--- src/rtl/instr_encoder_loader.sv ---
// Assembles RV32I instruction words from field bundles and streams them into instruction memory.
// Optional immediate range checking is enabled by defining IMM_RANGE_CHECK_EN.
//
// state  | meaning
// IDLE   | after reset, waiting for Start_i
// LOAD   | accepting bundles, one write per accepted bundle
// DONE   | session ended by Last_i, outputs hold
// ERR    | DEPTH words written without Last_i, outputs hold
module instr_encoder_loader #(
    parameter int ADDR_WIDTH = 32,
    parameter logic [ADDR_WIDTH-1:0] BASE_ADDR = 32'h0040_0000,
    parameter int DEPTH = 64,
    localparam int CW = $clog2(DEPTH + 1)
) (
    input  logic                  clk,
    input  logic                  reset,
    input  logic                  Start_i,
    input  logic                  Valid_i,
    output logic                  Ready_o,
    input  logic                  Last_i,
    input  logic [2:0]            Format_i,
    input  logic [4:0]            Rd_i,
    input  logic [4:0]            Rs1_i,
    input  logic [4:0]            Rs2_i,
    input  logic [2:0]            Funct3_i,
    input  logic [6:0]            Funct7_i,
    input  logic [31:0]           Imm_i,
    output logic                  Mem_Write_o,
    output logic [ADDR_WIDTH-1:0] Address_o,
    output logic [31:0]           Write_Data_o,
    output logic [CW-1:0]         Count_o,
    output logic                  Done_o,
    output logic                  Overflow_o,
    output logic                  Imm_Err_o
);

    typedef enum logic [1:0] {S_IDLE, S_LOAD, S_DONE, S_ERR} state_t;

    localparam logic [CW-1:0] DEPTH_C = CW'(DEPTH);

    state_t                  state_q, state_d;
    logic [ADDR_WIDTH-1:0]   addr_q, addr_d;
    logic [ADDR_WIDTH-1:0]   addr_out_q, addr_out_d;
    logic [31:0]             data_q, data_d;
    logic [CW-1:0]           count_q, count_d;
    logic                    wr_q, wr_d;
    logic                    ovf_q, ovf_d;
    logic                    imm_err_q, imm_err_d;
    logic [31:0]             enc;
    logic                    imm_ok;
    logic                    ready;
    logic                    accept;
    logic                    start_take;
    logic                    last_slot;

    always_comb begin
        enc = '0;
        case (Format_i)
            3'd0:    enc = {Funct7_i, Rs2_i, Rs1_i, Funct3_i, Rd_i, 7'h33};
            3'd1:    enc = {Imm_i[11:0], Rs1_i, Funct3_i, Rd_i, 7'h13};
            3'd2:    enc = {Imm_i[11:0], Rs1_i, Funct3_i, Rd_i, 7'h03};
            3'd3:    enc = {Imm_i[11:0], Rs1_i, 3'b000, Rd_i, 7'h67};
            3'd4:    enc = {Imm_i[11:5], Rs2_i, Rs1_i, Funct3_i, Imm_i[4:0], 7'h23};
            3'd5:    enc = {Imm_i[12], Imm_i[10:5], Rs2_i, Rs1_i, Funct3_i,
                            Imm_i[4:1], Imm_i[11], 7'h63};
            3'd6:    enc = {Imm_i[31:12], Rd_i, 7'h37};
            default: enc = {Imm_i[20], Imm_i[10:1], Imm_i[11], Imm_i[19:12], Rd_i, 7'h6F};
        endcase
    end

`ifdef IMM_RANGE_CHECK_EN
    // A value fits a signed N-bit field when all bits from N-1 upward agree.
    always_comb begin
        imm_ok = 1'b1;
        case (Format_i)
            3'd1, 3'd2, 3'd3, 3'd4:
                imm_ok = (&Imm_i[31:11]) | ~(|Imm_i[31:11]);
            3'd5:    imm_ok = ((&Imm_i[31:12]) | ~(|Imm_i[31:12])) & ~Imm_i[0];
            3'd6:    imm_ok = (Imm_i[11:0] == 12'h000);
            3'd7:    imm_ok = ((&Imm_i[31:20]) | ~(|Imm_i[31:20])) & ~Imm_i[0];
            default: imm_ok = 1'b1;
        endcase
    end
`else
    assign imm_ok = 1'b1;
`endif

    assign ready      = (state_q == S_LOAD) && (count_q < DEPTH_C);
    assign accept     = ready && Valid_i;
    assign start_take = (state_q != S_LOAD) && Start_i;
    assign last_slot  = (count_q == DEPTH_C - CW'(1));

    always_ff @(posedge clk) begin
        if (reset) state_q <= S_IDLE;
        else       state_q <= state_d;
    end

    always_comb begin
        state_d = state_q;
        case (state_q)
            S_LOAD: begin
                if (accept && Last_i)                    state_d = S_DONE;
                else if (accept && imm_ok && last_slot)  state_d = S_ERR;
            end
            default: if (Start_i) state_d = S_LOAD;
        endcase
    end

    always_comb begin
        Ready_o = ready;
        Done_o  = (state_q == S_DONE) || (state_q == S_ERR);
    end

    always_comb begin
        addr_d     = addr_q;
        addr_out_d = addr_out_q;
        data_d     = data_q;
        count_d    = count_q;
        wr_d       = 1'b0;
        ovf_d      = ovf_q;
        imm_err_d  = imm_err_q;
        if (start_take) begin
            addr_d    = BASE_ADDR;
            count_d   = '0;
            ovf_d     = 1'b0;
            imm_err_d = 1'b0;
        end
        if (accept) begin
            if (imm_ok) begin
                wr_d       = 1'b1;
                addr_out_d = addr_q;
                data_d     = enc;
                addr_d     = addr_q + ADDR_WIDTH'(4);
                count_d    = count_q + CW'(1);
                if (!Last_i && last_slot) ovf_d = 1'b1;
            end else begin
                imm_err_d = 1'b1;
            end
        end
    end

    always_ff @(posedge clk) begin
        if (reset) begin
            addr_q     <= BASE_ADDR;
            addr_out_q <= '0;
            data_q     <= '0;
            count_q    <= '0;
            wr_q       <= 1'b0;
            ovf_q      <= 1'b0;
            imm_err_q  <= 1'b0;
        end else begin
            addr_q     <= addr_d;
            addr_out_q <= addr_out_d;
            data_q     <= data_d;
            count_q    <= count_d;
            wr_q       <= wr_d;
            ovf_q      <= ovf_d;
            imm_err_q  <= imm_err_d;
        end
    end

    assign Mem_Write_o  = wr_q;
    assign Address_o    = addr_out_q;
    assign Write_Data_o = data_q;
    assign Count_o      = count_q;
    assign Overflow_o   = ovf_q;
    assign Imm_Err_o    = imm_err_q;

endmodule

--- config.mk ---
export PLATFORM = sky130hd
export DESIGN_NAME = instr_encoder_loader
export DESIGN_NICKNAME = d
export VERILOG_FILES = /design/src/rtl/instr_encoder_loader.sv
export SDC_FILE = /design/constraint.sdc
export NUM_CORES = 1
export LEC_CHECK = 0
export CAP_MARGIN = 20
export CORE_ASPECT_RATIO = 1.2
export CORE_MARGIN = 2
export CORE_UTILIZATION = 57
export DETAILED_ROUTE_END_ITERATION = 16
export DONT_BUFFER_PORTS = 1
export GPL_TIMING_DRIVEN = 1
export HOLD_SLACK_MARGIN = 0.06
export PLACE_DENSITY = 0.87
export SETUP_SLACK_MARGIN = 0.05
export SLEW_MARGIN = 20
export SYNTH_ARGS = -nofsm -noshare
export SYNTH_HDL_FRONTEND = slang
export SYNTH_SLANG_ARGS = --single-unit
--- constraint.sdc ---
create_clock -name clk -period 2 [get_ports clk]
set_input_delay 0.4 -clock clk [delete_from_list [all_inputs] [get_ports clk]]
set_output_delay 0.4 -clock clk [all_outputs]
set_load 0.02 [all_outputs]
# == After elaboration in Yosys (flattened, before gate mapping) ==
# Index checks and enable logic that the tools add are counted.
# totals
rom_bits,0
mem_bits_rw,0
n_memories,0
inputBits,65
regBits,107
latchBits,0
word_cells,47
# classes
n_reduce_logical,12
n_mux,13
bitwise_logic,0
mul,0
shift,0
add_sub_neg,2
n_eq_ne,12
order_cmp,1
div_mod_pow,0
# ops
operator,n
$pmux 32 s7,1
$mux 32,2
$add 32x3->32 const B,1
$mux 7,2
$eq 3x3->1 const B,3
$mux 2,4
$add 7x1->7 const B,1
$eq 7x6->1 const B,1
$lt 7x7->1 const B,1
$eq 3x2->1 const B,2
$logic_and 1x1->1,6
$eq 2x2->1 const B,2
$mux 1,4
$reduce_bool 2->1,2
$eq 3x1->1 const B,1
$logic_not 3->1,1
$ne 3x1->1 const B,1
$eq 2x1->1 const B,1
$ne 2x1->1 const B,1
$reduce_and 2->1,1
$logic_not 1->1,1
$logic_or 1x1->1,1

# == Longest topological paths before layout ==
# depth
ltp_word,7
mapped_depth,7

# == Worst setup path before layout ==
# Ideal clock, no wire load.
# synth_path
path_type,reg2reg
start,reg addr_q[10]
end,reg addr_q[29]
n_path_buf,1
required_time_ns,1.930
setup_slack_ns,0.121
synth_period_minus_slack_ns,1.879
setup_time_ns,0.070
arrival_ns,1.808
stages_incl_launch_ff,7
cell_sequence,dfxtp_1 -> buf_2 -> and4_4 -> nand4_4 -> or4_1 -> or3_1 -> a21oi_1
# synth_via
elab_chain_len,2
# synth_rtl
item,line_no,text
start: declaration,42,"logic [ADDR_WIDTH-1:0] addr_q, addr_d;"
start signal: assignment,152,addr_q <= addr_d;
$add 32x3->32,133,addr_d = addr_q + ADDR_WIDTH'(4);
$mux 32,128,if (accept) begin
# Every way passes these cells.
# A chain may end at the register's enable or synchronous reset.

# == Worst setup path after layout ==
# layout_path
start,reg addr_q[12]
end,reg addr_q[29]
# The elaborated chain is that of the path after synthesis.

==> out/results.ini <==
[clock_tree]
clkTransAtPathRegs_ps=90
h-tree-depth=3
cts_inserted_buffers=9
cts_sinks=102
clock_latency_ps=360
cts_buffer_depth=2
cts_tree=yes
root_buffer=clkbuf_8
post_cts_buffers=0

[cells_and_area]
syn2layout_area_growth_pct=6.913
drive_gt1_frac=0.1024
most-common-layout-cells=dfxtp_1 (98), nand2_1 (98), a21oi_1 (70)
antennaDiodeCount=0
num-fill-cells=654
nets=609
layout.cells.non_filler=639

[run_status]
status=finished clean

[critical_path]
start_kind=flip-flop
arrival_ps=2170
worstSetupPathType=reg2reg
crit_fanout=6
crit_path_end_kind=flip-flop
rr_worst_depth=5
crit_required_ps=2300

[placed_design]
port_buffers=0
dp_cells=623
dp_hpwl_um=7476
place_ws_ps=58.16
place_congestion=0.8805

[timing]
max_clock_freq_ghz=0.5329
finalSetupViolCount=0
max_slew.worst_pin.slew_ps=578.2
hold_violations=0
rsz0062_at_grt=false
fin_crit_ps=1877
timing.final.crit_share=0.9383
hold_ws_ps=102.3
slew_violations=0
maxSlewHeadroom=0.6145
tns_ps=0
final.setup.worst_slack_ps=123.4
clock_skew_ps=9.374

[detailed_routing]
wl_um=10740
detail-route-antenna-nets=0
viasPerCell=6.197
first_pass_iters=5
drt_iter0_markers=231
num_vias=3960
wl_per_cell_um=16.80
drc=0

[pwr]
irDropWorstVdd_mv=0.5953
p_total_mw=3.623
power_density_mw_per_mm2=758.1
p_leak_nw=1.578

[job]
drv_cap=0

[synthesis]
async_reset_ff_frac=0
yosysWarnings=0
syn_area_mm2=0.004471
synth_edf_count=0
avgSynthCellArea_um2=8.055
synth_seq_cells=102
synth_flop_cell=dfxtp_1
seq_area_frac_synth=0.4568
synth.distinct_cells=51
netlist_instances=555

[worst_hold_path]
hold_path_class=in2reg
holdPathStages=1

[floorplanning]
row_count=35
die_y_um=101.0
die_w_um=84.85
start_util=0.5833
die_area_mm2=0.008571
core-area_mm2=0.007664
pin_count=141

[global_routing]
grt_use_total=0.2467
antenna_found_initial=0
grt_overflow=0
grt_max_degree=105
grt_pass1_vias=3718
grt_pass1_wl_um=17210

-- sequential cells by signal, summed over array words and instances (netlist names) --
register / count
Write_Data_o: 31
state_q: 2
Count_o: 7
Overflow_o: 1
Address_o: 30
Mem_Write_o: 1
addr_q: 30
-- area by class of cell --
type	instances	area, um2	area share
clock buffer	12	155.1	0.03246
timing repair buffer	17	140.1	0.02932
clock inverter	4	30.03	0.006283
multi-input combinational	405	2261	0.4730
tap	92	115.1	0.02408
sequential	102	2052	0.4293
inverter	7	26.28	0.005497
-- worst paths after layout --
kind,start,to,slack (ps)
worst max-delay path,addr_q[12]$_SDFFE_PP0P_,addr_q[29]$_SDFFE_PP0P_,120
worst min-delay path,reset,Address_o[7]$_SDFFE_PP0P_,100
worst max register to register,addr_q[12]$_SDFFE_PP0P_,addr_q[29]$_SDFFE_PP0P_,120
worst min register to register,addr_q[26]$_SDFFE_PP0P_,Address_o[26]$_SDFFE_PP0P_,490
-- Yosys cell counts (2+ instances only) --
library cell,instances,area share
a21oi_1,70,0.078
or3_1,8,0.011
buf_2,2,0.0022
mux2i_1,6,0.013
nor2b_1,2,0.0028
or4_1,4,0.0067
o311ai_0,4,0.0078
ha_1,2,0.0056
mux2_2,7,0.018
nor2_1,64,0.054
clkbuf_1,30,0.025
and2_1,3,0.0042
nor3b_1,4,0.0067
and3_1,4,0.0056
a22oi_1,8,0.013
a211oi_1,9,0.015
o21ai_0,9,0.010
nand3_1,21,0.024
o211ai_1,13,0.022
nand4_1,7,0.0098
a221o_1,4,0.0090
a311oi_1,6,0.012
nor3_1,13,0.015
nand2b_1,2,0.0028
and4_1,2,0.0039
or2_2,3,0.0042
nand3b_1,2,0.0034
dfxtp_1,102,0.46
a221oi_1,9,0.018
buf_1,7,0.0059
inv_1,7,0.0059
buf_4,4,0.0067
nand2_1,99,0.083
-- power breakdown --
group / internal [mW] / switching [mW]
Clock: 0.527 / 0.696
Combinational: 0.0902 / 0.154
Sequential: 2.07 / 0.0848
-- metal layers --
layer  up-vias  routed length (um)  track usage  share of wire
met3        21                 713      0.07207          0.066
met4         0                 339       0.1099          0.032
met1      1829                4139       0.2670           0.39
met2       169                5543       0.4446           0.52
met5         -                   0            0              0
li1       1941                   -            -              -
-- logic make-up (layout without fill, tap and decap cells) --
logic type / count (synthesis) / count (layout) / share of synthesized area
buffers and inverters: 50 / 40 / 0.04590
xor gates and xnor gates: 1 / 1 / 0.001959
and+or+nand+nor: 246 / 246 / 0.2586
DFF: 102 / 102 / 0.4568
other: 1 / 3 / 0.0008388
AOI/OAI and AO/OA: 140 / 140 / 0.1993
muxes: 13 / 13 / 0.03107
adders and majority gates: 2 / 2 / 0.005597
-- timing repair --
| action | CTS | global route |
|---|---|---|
| endpoints found under the hold margin | 0 | 0 |
| hold buffers | 0 | 0 |
| endpoints found under the setup margin | 4 | 8 |
| cloned | 0 | 0 |
| resized for setup | 3 | 7 |
-- per-stage QoR --
stage	utilization	area [um2]
floorplan	-	4478
global placement	0.5964	4571
finish	0.6237	4780
detailed placement	0.5964	4571
CTS	0.6212	4761
global route	0.6237	4780
-- critical path: stages (launching register included) --
cell     delay (ps)
dfxtp_2         380
and4_4          270
nand4_4         100
or4_1           570
or3_1           360
a21oi_1         140
Note: power is estimated with default switching activity, not from simulation.
